<file path="config.mk">
export PLATFORM = sky130hd
export DESIGN_NAME = lap_stopwatch
export DESIGN_NICKNAME = d
export VERILOG_FILES = /design/src/rtl/lap_stopwatch.sv
export SDC_FILE = /design/constraint.sdc
export NUM_CORES = 1
export LEC_CHECK = 0
export ABC_AREA = 0
export BUFFER_PORTS_ARGS = -buffer_cell sky130_fd_sc_hd__clkbuf_2
export CORE_MARGIN = 2
export CORE_UTILIZATION = 30
export CTS_BUF_LIST = sky130_fd_sc_hd__clkbuf_2
export DETAILED_ROUTE_END_ITERATION = 8
export PLACE_DENSITY = 0.5
export SLEW_MARGIN = 20
export SYNTH_ARGS = -nofsm -noshare
export SYNTH_HDL_FRONTEND = slang
export SYNTH_SLANG_ARGS = --single-unit
</file>
<file path="constraint.sdc">
create_clock -name clk -period 1.8 [get_ports clk]
set_input_delay 0 -clock clk [delete_from_list [all_inputs] [get_ports clk]]
set_output_delay 0 -clock clk [all_outputs]
set_load 0.1 [all_outputs]
</file>
<file path="src/rtl/lap_stopwatch.sv">
// lap_stopwatch
//   Multi-digit BCD stopwatch with optional lap (split) freeze and a
//   multiplexed, active-low 7-segment display driver for a common-anode board.
//
//   Optional feature macro: STOPWATCH_LAP_EN
//     defined   -> LAP state, display latch and the lap button are present.
//     undefined -> lap is ignored; STOPPED can only be cleared by reset.
//
//   Parameters
//     TICK_DIV    clk cycles per 1/100 s tick (>= 2)
//     REFRESH_DIV clk cycles each digit stays enabled while scanning (>= 1)
//     NUM_DIGITS  number of BCD digits, 4..8
//
//   Ports
//     clk       in   system clock, rising edge
//     reset     in   synchronous, active-high; clears all state
//     start     in   debounced level; rising edge starts / resumes
//     stop      in   debounced level; rising edge stops / releases lap freeze
//     lap       in   debounced level; rising edge toggles lap freeze
//     segment   out  [6:0] active-low cathodes {g,f,e,d,c,b,a}
//     an        out  [NUM_DIGITS-1:0] active-low digit enables, bit 0 rightmost
//     dp        out  active-low decimal point
//     running   out  high while counting (RUN or LAP)
//     overflow  out  sticky count-wrap flag
//     dbg_state out  [1:0] current FSM state (IDLE=0, RUN=1, STOPPED=2, LAP=3)
module lap_stopwatch #(
  parameter int TICK_DIV    = 1_000_000,
  parameter int REFRESH_DIV = 100_000,
  parameter int NUM_DIGITS  = 4
) (
  input  logic                  clk,
  input  logic                  reset,
  input  logic                  start,
  input  logic                  stop,
  input  logic                  lap,
  output logic [6:0]            segment,
  output logic [NUM_DIGITS-1:0] an,
  output logic                  dp,
  output logic                  running,
  output logic                  overflow,
  output logic [1:0]            dbg_state
);

  localparam int PW = $clog2(TICK_DIV);
  localparam int SW = (REFRESH_DIV > 1) ? $clog2(REFRESH_DIV) : 1;
  localparam int IW = $clog2(NUM_DIGITS);

  typedef enum logic [1:0] {
    S_IDLE    = 2'd0,
    S_RUN     = 2'd1,
    S_STOPPED = 2'd2,
    S_LAP     = 2'd3
  } state_t;

  // Seconds-tens and minutes-tens roll over at 5; every other digit at 9.
  function automatic logic [3:0] digit_max(input int i);
    return (i == 3 || i == 5) ? 4'd5 : 4'd9;
  endfunction

  function automatic logic [6:0] seg7(input logic [3:0] d);
    case (d)
      4'd0:    seg7 = 7'b1000000;
      4'd1:    seg7 = 7'b1111001;
      4'd2:    seg7 = 7'b0100100;
      4'd3:    seg7 = 7'b0110000;
      4'd4:    seg7 = 7'b0011001;
      4'd5:    seg7 = 7'b0010010;
      4'd6:    seg7 = 7'b0000010;
      4'd7:    seg7 = 7'b1111000;
      4'd8:    seg7 = 7'b0000000;
      4'd9:    seg7 = 7'b0010000;
      default: seg7 = 7'b1111111;
    endcase
  endfunction

  state_t                       r_state;
  logic                         r_running;
  logic                         r_overflow;
  logic [PW-1:0]                r_presc;
  logic [NUM_DIGITS-1:0][3:0]   r_count;
  logic [2:0]                   r_sync;   // {start, stop, lap}
  logic [2:0]                   r_prev;
  logic [SW-1:0]                r_scan_cnt;
  logic [IW-1:0]                r_idx;
  logic [NUM_DIGITS-1:0]        r_an;
  logic [6:0]                   r_seg;
  logic                         r_dp;

  logic [2:0]                   w_edge;
  logic                         w_start_e;
  logic                         w_stop_e;
  logic                         w_lap_e;
  logic                         w_tick;
  logic                         w_wrap;
  logic [NUM_DIGITS-1:0][3:0]   w_inc;
  logic [NUM_DIGITS-1:0][3:0]   w_disp;

  assign w_edge    = r_sync & ~r_prev;
  assign w_start_e = w_edge[2];
  assign w_stop_e  = w_edge[1];
  assign w_tick    = (r_state == S_RUN || r_state == S_LAP) &&
                     (r_presc == PW'(TICK_DIV - 1));

`ifdef STOPWATCH_LAP_EN
  logic [NUM_DIGITS-1:0][3:0]   r_latch;
  assign w_lap_e = w_edge[0];
  assign w_disp  = (r_state == S_LAP) ? r_latch : r_count;
`else
  logic w_lap_unused;
  assign w_lap_unused = w_edge[0];
  assign w_lap_e      = 1'b0;
  assign w_disp       = r_count;
`endif

  // Ripple carry: a digit advances only if every lower digit is wrapping.
  always_comb begin : count_inc
    logic v_carry;
    w_inc   = r_count;
    v_carry = 1'b1;
    for (int i = 0; i < NUM_DIGITS; i++) begin
      if (v_carry) begin
        if (r_count[i] == digit_max(i)) begin
          w_inc[i] = 4'd0;
        end else begin
          w_inc[i] = r_count[i] + 4'd1;
          v_carry  = 1'b0;
        end
      end
    end
    w_wrap = v_carry;
  end

  // Control FSM, prescaler and digit chain. Counting happens first; a
  // transition taken on the same edge overrides the fields it touches.
  always_ff @(posedge clk) begin
    if (reset) begin
      r_state    <= S_IDLE;
      r_running  <= 1'b0;
      r_overflow <= 1'b0;
      r_presc    <= '0;
      r_count    <= '0;
      r_sync     <= '0;
      r_prev     <= '0;
`ifdef STOPWATCH_LAP_EN
      r_latch    <= '0;
`endif
    end else begin
      r_sync <= {start, stop, lap};
      r_prev <= r_sync;

      if (r_state == S_RUN || r_state == S_LAP) begin
        if (w_tick) begin
          r_presc <= '0;
          r_count <= w_inc;
          if (w_wrap) r_overflow <= 1'b1;
        end else begin
          r_presc <= r_presc + 1'b1;
        end
      end

      // Legal edges are tested in priority order stop > lap > start.
      case (r_state)
        S_IDLE: begin
          if (w_start_e) begin
            r_state    <= S_RUN;
            r_running  <= 1'b1;
            r_count    <= '0;
            r_presc    <= '0;
            r_overflow <= 1'b0;
          end
        end
        S_RUN: begin
          if (w_stop_e) begin
            r_state   <= S_STOPPED;
            r_running <= 1'b0;
          end else if (w_lap_e) begin
            r_state <= S_LAP;
`ifdef STOPWATCH_LAP_EN
            r_latch <= r_count;
`endif
          end
        end
        S_STOPPED: begin
          if (w_lap_e) begin
            r_state <= S_IDLE;
            r_count <= '0;
          end else if (w_start_e) begin
            r_state   <= S_RUN;
            r_running <= 1'b1;
          end
        end
        S_LAP: begin
          if (w_stop_e) begin
            r_state   <= S_STOPPED;
            r_running <= 1'b0;
          end else if (w_lap_e) begin
            r_state <= S_RUN;
          end
        end
        default: begin
          r_state   <= S_IDLE;
          r_running <= 1'b0;
        end
      endcase
    end
  end

  // Free-running display scan; outputs are registered from the current index.
  always_ff @(posedge clk) begin
    if (reset) begin
      r_scan_cnt <= '0;
      r_idx      <= '0;
      r_an       <= ~NUM_DIGITS'(1);
      r_seg      <= 7'b1000000;
      r_dp       <= 1'b1;
    end else begin
      if (r_scan_cnt == SW'(REFRESH_DIV - 1)) begin
        r_scan_cnt <= '0;
        r_idx      <= (r_idx == IW'(NUM_DIGITS - 1)) ? '0 : r_idx + 1'b1;
      end else begin
        r_scan_cnt <= r_scan_cnt + 1'b1;
      end
      r_an  <= ~(NUM_DIGITS'(1) << r_idx);
      r_seg <= seg7(w_disp[r_idx]);
      // Separators: seconds.hundredths, and minutes:seconds when present.
      r_dp  <= ~((int'(r_idx) == 2) || ((NUM_DIGITS >= 5) && (int'(r_idx) == 4)));
    end
  end

  assign segment   = r_seg;
  assign an        = r_an;
  assign dp        = r_dp;
  assign running   = r_running;
  assign overflow  = r_overflow;
  assign dbg_state = r_state;

endmodule
</file>
# Word level (Yosys, flattened, before mapping)
# Memories as Yosys holds them, arrays and structs flattened. A register that Yosys moved wholly into a read port is not among the register bits.
# Cells that the tools add are included.
[classes]
add_sub_neg = 7
mul = 0
div = 0
n_lt_le_gt_ge = 1
n_eq_ne = 13
shifts = 1
mux = 36
n_bitwise = 4
n_reduce_logical = 7
[op_table]
columns = ["op", "count"]
rows = [
  ["$mux 20", 4],
  ["$mux 16", 4],
  ["$mux 4", 8],
  ["$add 20x1->20 const B", 1],
  ["$eq 20x20->1 const B", 1],
  ["$add 17x1->17 const B", 1],
  ["$eq 17x17->1 const B", 1],
  ["$add 4x1->4 const B", 4],
  ["$mux 1", 14],
  ["$eq 4x4->1 const B", 3],
  ["$bmux 4 s2", 1],
  ["$eq 2x2->1 const B", 4],
  ["$mux 2", 3],
  ["$reduce_or 2->1", 3],
  ["$eq 4x3->1 const B", 1],
  ["$ne 2x1->1 const B", 2],
  ["$not 4->4", 1],
  ["$pmux 2 s2", 1],
  ["$shl 1x2->4 const A", 1],
  ["$and 3x3->3", 1],
  ["$lt 2x3->1 const B", 1],
  ["$not 3->3", 1],
  ["$add 2x1->2 const B", 1],
  ["$eq 2x1->1 const B", 1],
  ["6 further kinds", 6],
]
[totals]
ff_bits = 70
latch_bits = 0
mem_bits_rw = 0
romBits = 112
in_bits = 5
elab_cells = 84
memories = 1
[memory_table]
columns = ["memory", "words", "width", "read_ports", "rd_clocked_by_memory_dff", "wr", "line", "source"]
rows = [
  ["(name not given)", 16, 7, 1, 1, 0, "61", "case (d)"],
]

# Logic depth before layout (Yosys ltp)
[logic_depth]
word_depth = 10
ltp_mapped = 7

# Worst setup path after synthesis
# Ideal clock, no wire load.
[synth_timing]
path_kind = "reg2reg"
startpoint = "reg r_state[0] (netlist: dbg_state[0])"
endpoint = "reg r_presc[17]"
t_arrival_ns = 2.312
path_slack_ns = -0.583
stages_incl_launch_ff = 5
synth_period_minus_slack_ns = 2.383
path_cell_list = "dfxtp_1 nand4_1 or3_1 or3_1 a21oi_1"
[synth_via]
elab_chain_len = 7
word_cells_on_any_way = 9
classes_between = "eq/ne: 2; mux: 4; reduce/logical: 3"
[synth_rtl]
columns = ["element", "line", "source"]
rows = [
  ["start: declaration", "76", "state_t r_state;"],
  ["start signal: assignment", "137", "r_state <= S_IDLE;"],
  ["start signal: assignment", "165", "r_state <= S_RUN;"],
  ["start signal: assignment", "174", "r_state <= S_STOPPED;"],
  ["$eq 2x1->1 / $eq 2x2->1 (equally long branches)", "101, 151", ""],
  ["$logic_or 1x1->1", "101, 151", ""],
  ["$logic_and 1x1->1", "101", "assign w_tick = (r_state == S_RUN || r_state == S_LAP) &&"],
  ["$mux 20", "152", "if (w_tick) begin"],
  ["$mux 20", "151", "if (r_state == S_RUN || r_state == S_LAP) begin"],
  ["$mux 20", "164", "if (w_start_e) begin"],
  ["$mux 20 *", "162", "case (r_state)"],
  ["end signal: assignment", "157", "r_presc <= r_presc + 1'b1;"],
  ["end: declaration", "79", "logic [PW-1:0] r_presc;"],
]
# Mark *: on every way between the ends. The rest lies on a longest branch, timed or not.
# A chain may end at the register's enable or synchronous reset.

# Worst setup path after layout
[layout_timing]
startpoint = "reg r_presc[1]"
endpoint = "reg r_count[6] in the netlist's numbering"
[layout_via]
elab_chain_len = 6
[layout_rtl]
columns = ["element", "line", "source"]
rows = [
  ["$eq 20x20->1 *", "102", "(r_presc == PW'(TICK_DIV - 1));"],
  ["$logic_and 1x1->1 *", "101", ""],
  ["$mux 16 *", "152", ""],
  ["$mux 16 *", "151", ""],
  ["$mux 16", "164", ""],
  ["$mux 16 *", "--", ""],
  ["end signal: assignment", "154", "r_count <= w_inc;"],
  ["end: declaration", "80", "logic [NUM_DIGITS-1:0][3:0] r_count;"],
]
# Marked as above.

==> results.json <==
{
  "status": "complete, no violations",
  "insertion_delay_ns": 0.57,
  "core_um2": 12100,
  "reg2reg_slack_ns": 0.06,
  "synth-edff-count": 0,
  "multi_input_area_um2": 2180,
  "synth_top_area_cell": "dfxtp_1",
  "seqCellArea_um2": 1480,
  "grt_usage": 0.140,
  "pre_cts_ws_ns": -0.0286,
  "peakVddDrop_mv": 0.241,
  "hold_slack_ns": 0.398,
  "cts_root_buffer": "clkbuf_2",
  "drc_errors": 0,
  "grt_pass1_vias": 3013,
  "crit_type": "reg2reg",
  "async_flop_share": 0,
  "syn_inst": 415,
  "p_per_area_nw_per_um2": 562,
  "synth_cell_types": 58,
  "wl_per_cell_um": 12.7,
  "clkTransAtPathRegs_ns": 0.21,
  "yosysSeqAreaShare": 0.394,
  "gp_congestion": 0.789,
  "r2r_cells": 7,
  "min_delay_path_depth": 4,
  "end_kind": "flop",
  "critPathMaxFanout": 5,
  "worstSetupStartpointType": "flop",
  "die_area_um2": 13300,
  "worstPathRequired_ns": 2.31,
  "first_pass_iters": 4,
  "min_period_ns": 1.74,
  "num_rows": 40,
  "synth_ff_type": "dfxtp_1",
  "synth_top_family_by_area": "simple AND/OR/NAND/NOR gates",
  "clock_sinks": 73,
  "num_io_pins": 21,
  "start_util": 0.307,
  "dr_total_vias": 3190,
  "grt_setup_unrepaired": "yes",
  "fin_ws_ns": 0.0560,
  "grt_overflow": 0,
  "synth_nets": 435,
  "grt_pass1_wl_mm": 14.6,
  "numCtsBuffers": 9,
  "hold_end": "dbg_state[1]",
  "design_area_um2": 4600,
  "synth-simple-area-share": 0.314,
  "n_fill_cell": 1242,
  "clock.fmax_ghz": 0.573,
  "antennaDiodeCount": 0,
  "cts_tree": "built",
  "hold_violations": 0,
  "dpl_cell_area_um2": 4330,
  "grt_start_max_net_pins": 22,
  "clock_path_buffers": 2,
  "portBuffers": 19,
  "worst_pin_slew_ns": 0.543,
  "synth-xor-area-share": 0.0638,
  "period_share": 0.969,
  "synthAdderAreaFrac": 0.0506,
  "hold_class": "in2reg",
  "critical_path_arrival_ns": 2.25,
  "maxCapViolations": 0,
  "p_leak_uw": 0.00162,
  "synth.cell_area_um2": 3710,
  "final_antenna_net_count": 0,
  "drive_gt1_frac": 0.270,
  "post-route-util": 0.382,
  "yosysTopAreaCellShare": 0.394,
  "final_max_slew_viol_count": 0,
  "hpwlAfterDp_mm": 6.14,
  "cts_max_level": 3,
  "r2r-start": "r_presc[1]",
  "ys_top_cells_by_area": "dfxtp_1 (39%), ha_1 (5.1%), nor2_1 (4.5%)",
  "reg2reg_to": "r_count[6]",
  "hold_path.startpoint": "reset",
  "synth_compound_gate_area_share": 0.102,
  "antenna_found_initial": 0,
  "setup_violations": 0,
  "ys_ff_latch": 73,
  "drt_wl_total_mm": 8.35,
  "muxShareOfSynthArea": 0.0297,
  "slew_headroom": 0.639,
  "viasPerCell": 4.83,
  "final.setup_skew_ns": 0.0218,
  "ys_warn_count": 0,
  "die_w_um": 115,
  "area_delta_synth_final_pct": 24.2,
  "syn_area_per_cell_um2": 8.93,
  "drt-initial-drc-count": 145,
  "nNetsFinal": 507,
  "die_h_um": 115
}
## final cells by class
class | count | area share
timing repair buffer | 80 | 0.128
clock buffer | 10 | 0.0109
inverter | 16 | 0.0130
sequential | 73 | 0.322
clock inverter | 6 | 0.00761
tap | 168 | 0.0457
multi-input combinational | 307 | 0.473
## logic make-up after synthesis
kind of cell    count (synthesis)
simple gates                  195
compound gates                 64
mux                             6
xor+xnor                       27
buf+inv                        35
fa+ha+maj                      15
flops                          73
## registers in the layout (all words and copies together) (netlist names)
signal / cells
an: 4
dbg_state: 2
overflow: 1
r_count: 16
r_idx: 2
r_presc: 20
r_prev: 2
r_scan_cnt: 17
r_sync: 2
segment: 7
## power breakdown
group	switching, µW	total, µW	internal (µW)
clock	629	808	179
combinational	88.0	139	50.8
sequential	12.5	1640	1630
total	729	2590	1860
## synthesized netlist by cell type, types with 2 or more instances
cell type	number
a211oi_1	2
a21oi_1	31
and3_1	3
and3b_1	2
and4_1	3
and4_2	3
buf_2	5
buf_4	3
clkbuf_1	8
dfxtp_1	73
ha_1	15
inv_1	16
mux2i_1	2
mux4_2	4
nand2_1	24
nand2b_1	11
nand3_1	17
nand4_1	18
nand4_4	2
nor2_1	44
nor2b_1	7
nor3_1	10
nor4_1	8
nor4b_2	2
nor4bb_1	3
o21ai_0	15
o31ai_1	6
or3_1	13
or4_1	11
xnor2_1	17
xor2_1	10
## placed cells by master, fill, tap and decap left out, types with 7 or more instances in the layout
cell and n:
or4_1 7, or3_1 13, ha_1 14, inv_1 16, nor2_1 44, nand2_1 24, xor2_1 10, a21oi_1 29
nand4_1 18, dfxtp_1 63, nor4_1 8, dfxtp_2 7, nor2b_1 7, buf_4 52, nand3_1 15, nand2b_1 11
o21ai_0 15, xnor2_1 17, clkbuf_2 29, nor3_1 10
## stage by stage
| step | setup TNS [ns] | power (µW) | instances |
|---|---|---|---|
| floorplan | 0 | 1770 | 415 |
| global placement | -0.0622 | 1800 | 637 |
| global route | -0.0656 | 2710 | 660 |
| detailed placement | -0.0751 | 1810 | 637 |
| finish | 0 | 2590 | 660 |
| CTS | 0 | 2640 | 658 |
## critical path: stages (launching register included)
cell and delay (ns):
dfxtp_2 0.40, ha_4 0.14, and4b_2 0.26, buf_6 0.12, nand4_4 0.08, buf_6 0.15, or4_4 0.41, a21oi_2 0.12
## layer usage
layer  share of wire  global-route usage  wire length, µm
met1            0.50               0.183             4150
met2            0.45               0.220             3800
met4           0.020              0.0635              167
met3           0.028              0.0322              237
met5               0                   0                0
## how the worst max path moves through the flow
stage	startpoint	endpoint	slack, ns	cells after the start
floorplan	r_presc[0]	r_count[11]	0.005	6
global placement	r_count[5]	r_count[11]	-0.02	5
detailed placement	r_presc[0]	r_count[0]	-0.03	6
CTS	r_presc[0]	r_count[6]	0.005	7
global route	r_presc[6]	r_count[3]	-0.02	5
finish	r_presc[1]	r_count[6]	0.06	7
## repair_timing
| item | CTS | global route |
|---|---|---|
| cloned | 0 | 0 |
| gates resized for setup | 7 | 24 |
| pin swaps | 1 | 4 |
| buffers inserted | 0 | 2 |
| hold buffers | 5 | 0 |
| endpoints found under the hold margin | 30 | 0 |
| endpoints found under the setup margin | 27 | 36 |
(Power assumes the default switching activity.)
